$ cat src/rtl/store_checker_pkg.sv
// Shared types and constants for the data-memory store checker.
package store_checker_pkg;

  localparam int unsigned IDX_W  = 6;
  localparam int unsigned SEEN_W = IDX_W + 1;

  typedef enum logic [2:0] {
    ST_IDLE    = 3'd0,
    ST_RUN     = 3'd1,
    ST_PASS    = 3'd2,
    ST_FAIL    = 3'd3,
    ST_TIMEOUT = 3'd4
  } state_e;

  typedef enum logic [1:0] {
    FC_NONE    = 2'd0,
    FC_DATA    = 2'd1,
    FC_ADDR    = 2'd2,
    FC_TIMEOUT = 2'd3
  } fail_code_e;

endpackage

$ cat src/rtl/store_checker_table.sv
// Expected-word / compare-mask register file; contents survive reset.
module store_checker_table
  import store_checker_pkg::*;
#(
  parameter int unsigned NUM_CHECKS = 9,
  parameter int unsigned DATA_W     = 32
) (
  input  logic              clk,
  input  logic              wrEn,
  input  logic [IDX_W-1:0]  wrIdx,
  input  logic [DATA_W-1:0] wrExp,
  input  logic [DATA_W-1:0] wrMask,
  input  logic [IDX_W-1:0]  rdIdx,
  output logic [DATA_W-1:0] rdExp_c,
  output logic [DATA_W-1:0] rdMask_c
);

  logic [DATA_W-1:0] expMem  [NUM_CHECKS];
  logic [DATA_W-1:0] maskMem [NUM_CHECKS];

  // Single write port, entry selected by index
  always_ff @(posedge clk) begin
    for (int i = 0; i < int'(NUM_CHECKS); i++) begin
      if (wrEn && (wrIdx == IDX_W'(i))) begin
        expMem[i]  <= wrExp;
        maskMem[i] <= wrMask;
      end
    end
  end

  // Combinational read; out-of-range index reads as zero
  always_comb begin
    rdExp_c  = '0;
    rdMask_c = '0;
    for (int i = 0; i < int'(NUM_CHECKS); i++) begin
      if (rdIdx == IDX_W'(i)) begin
        rdExp_c  = expMem[i];
        rdMask_c = maskMem[i];
      end
    end
  end

endmodule

$ cat config.mk
export PLATFORM = sky130hd
export DESIGN_NAME = store_checker_table
export DESIGN_NICKNAME = d
export VERILOG_FILES = /design/src/rtl/store_checker_pkg.sv /design/src/rtl/store_checker_table.sv
export SDC_FILE = /design/constraint.sdc
export NUM_CORES = 1
export LEC_CHECK = 0
export CORE_ASPECT_RATIO = 1.75
export CORE_MARGIN = 2
export CORE_UTILIZATION = 35
export CTS_CLUSTER_DIAMETER = 40
export DETAILED_ROUTE_END_ITERATION = 8
export GPL_TIMING_DRIVEN = 0
export HOLD_SLACK_MARGIN = 0.03
export PLACE_DENSITY_LB_ADDON = 0.1
export SLEW_MARGIN = 15
export SYNTH_ARGS = -nofsm -noshare
export SYNTH_HDL_FRONTEND = slang
export SYNTH_SLANG_ARGS = --single-unit
$ cat constraint.sdc
create_clock -name clk -period 11.5 [get_ports clk]
set_input_delay 2.3 -clock clk [delete_from_list [all_inputs] [get_ports clk]]
set_output_delay 2.3 -clock clk [all_outputs]
set_load 0.02 [all_outputs]
==> flow_summary.ini <==
[route]
drt-total-wl_um = 65800
drt_iter0_markers = 897
drtPass1Iterations = 6
drtAntennaViolNets = 0
drc = 0
dr_total_vias = 13400
routedWlPerCell_um = 27.4
avgViaCountPerCell = 5.59

[synthesis]
netlist_area_um2 = 22000
share_of_the_synthesized_area_in_the_top_cell_type_pct = 78.5
post_synth_inst_count = 1317
dominantRegCellSynth = edfxtp_1
synth-edff-count = 576
post-synth-top-count-cell = edfxtp_1
synth_cell_type_count = 49
postSynthAreaPerCell_um2 = 16.7
synth.cells.most_frequent = edfxtp_1 (576), nand2_1 (79), clkbuf_1 (69)
yosysTopAreaCell = edfxtp_1
ys_ff_latch = 576
post_synthesis_net_count = 1395
asyncSetResetFlopFracSynth_pct = 0
yosysWarningCount = 0
seq_area_frac_synth_pct = 78.5
synth_top_cells_by_area = edfxtp_1 (79%), a221oi_1 (2.4%), o221ai_1 (2.0%), o2bb2ai_1 (1.8%), o22ai_1 (1.8%)

[clock_tree]
post_cts_resized = 0
cts_buffers = 56
tritoncts = yes
clock_sinks = 576
cts.htree.levels = 2
cts_hold_buf = 0
longest_clk_path_bufs = 3
post_cts_buffers = 0
clock_slew_seen_by_the_registers_of_the_worst_setup_and_hold_paths_ps = 60
cts-root-buf = clkbuf_16

[floorplanning]
design.die.area_um2 = 65100
initial_standard_cell_utilization_of_the_core_pct = 35.4
die_w_um = 194
count_of_boundary_i_o_pins = 142
core_region_area_um2 = 62200
fp.dieH_um = 336
std_cell_rows = 121

[global_routing]
maximum_number_of_pins_on_one_net_before_global_route_repair = 22
grt_overflow_total = 0
grt_pass1_wl_um = 95100
grt_util_all_layers_pct = 20.0
via_count_of_the_first_global_routing_pass = 13800
antenna_violations_before_repair = 5

[power_and_ir_drop]
leakagePower_nw = 8.18
max-vdd-ir-drop_v = 0.000105
pwrdens_nw_per_um2 = 161

[place]
dpl.cell_count = 2305
gp_congestion = 0.746
io_buffers = 137
hpwlAfterDp_um = 44500
dp_worst_setup_slack_ps = 3340
post_dp_cell_area_um2 = 25200

[cells_and_area]
final_cell_area_um2 = 27000
fillers = 5571
antenna-diode-count = 0
post_route_cells_drive_above_1_share_pct = 13.6
finish.cell_count_without_fillers = 2405
finalNetCount = 1642
syn_to_final_growth_pct = 22.5

[sta]
layout_setup_ws_ps = 3360
achievable-frequency_ghz = 0.123
post-route-min-period_ps = 8140
timing.final.hold_violations = 0
timing.max_slew.rel_slack_pct = 25.1
rsz_0062_raised_after_global_routing = false
finalSetupViolCount = 0
post_route_fraction_of_the_period_consumed_by_the_critical_path_pct = 70.8
transition_time_of_the_tightest_slew_check_pin_ps = 1120
final-max-slew-violation-count = 0
fin_worst_hold_slack_ps = 2470
finalSetupTns_ps = 0

[worst_setup_path]
critPathRequiredTime_ps = 9200
endpoint_kind = primary output
path_max_fanout = 10
cp-start-kind = primary input
slowest_stage = clkbuf_1
worstSetupPathType = in2out
worst_ep_arrival_time_ps = 5840
largest_stage_delay_on_the_critical_path_ps = 670
critical_path.cell_chain = clkdlybuf4s50_1 -> buf_2 -> nor2_1 -> nand4b_1 -> buf_2 -> clkbuf_1 -> o22ai_1 -> a21oi_1 -> clkdlybuf4s50_1

[hold_path]
worstHoldPathCells = 1
holdCritPathClass = in2reg

[outcome]
outcome = finished clean

[flow_run]
maxCapViolCount = 0
==> critical path: cells and delay by family <==
| family | cells | cell delay, ps |
|---|---|---|
| AND/OR/NAND/NOR | 2 | 460 |
| AO/OA/AOI/OAI | 2 | 510 |
| buffers and inverters | 5 | 2560 |
==> flip-flops by register name, summed over array words and instances, names as in the netlist <==
register  cells
maskMem     288
expMem      288
==> cell families after synthesis <==
| group | share of synthesized area [%] |
|---|---|
| muxes | 0.471 |
| and+or+nand+nor | 3.57 |
| AOI/OAI and AO/OA | 15.4 |
| buffers and inverters | 2.09 |
| DFF | 78.5 |
==> report_power, final <==
| group | total [mW] | switching (mW) | leakage (nW) | internal, mW |
|---|---|---|---|---|
| clock | 1.83 | 0.788 | 0.873 | 1.04 |
| combinational | 0.189 | 0.120 | 2.12 | 0.0697 |
| sequential | 2.33 | 0.00358 | 5.18 | 2.32 |
==> path summary, 6_finish.rpt <==
kind                  startpoint              end  slack [ps]
worst max-delay path    rdIdx[1]       rdExp_c[1]        3360
worst min-delay path  wrMask[13]  maskMem[0][141]        2470
==> area by class of cell <==
class	instances	area [µm²]	area share (%)
Sequential cell	576	17300	64.1
Multi-Input combinational cell	637	4340	16.1
Timing Repair Buffer	189	2100	7.78
Clock buffer	66	1460	5.41
Tap cell	799	1000	3.70
Buffer	103	457	1.69
Clock inverter	34	329	1.22
Inverter	1	3.75	0.0139
==> layer usage <==
metal	GRT usage (%)	up-vias	share of wire, %
met5	0	-	0.070
li1	-	5977	-
met3	2.54	108	4.2
met2	37.1	379	53
met4	5.55	8	2.3
met1	24.3	6974	40
==> cell usage in the layout, fill, tap and decap left out, types with 46 or more instances in the layout <==
cell type,instances
a21oi_1,50
a221oi_1,60
a31oi_1,46
clkbuf_1,78
clkbuf_16,57
clkdlybuf4s50_1,137
edfxtp_1,576
nand2_1,79
nor2_1,60
o211ai_1,46
o221ai_1,50
o22ai_1,62
o2bb2ai_1,46
==> per-stage QoR <==
step           util [%]  total power [mW]
6_report           43.4              4.34
5_1_grt            43.4              4.47
4_1_cts            43.4              4.38
3_5_place_dp       40.5              2.56
3_3_place_gp       39.2              2.56
2_1_floorplan         -              2.45
(Power assumes the default switching activity.)
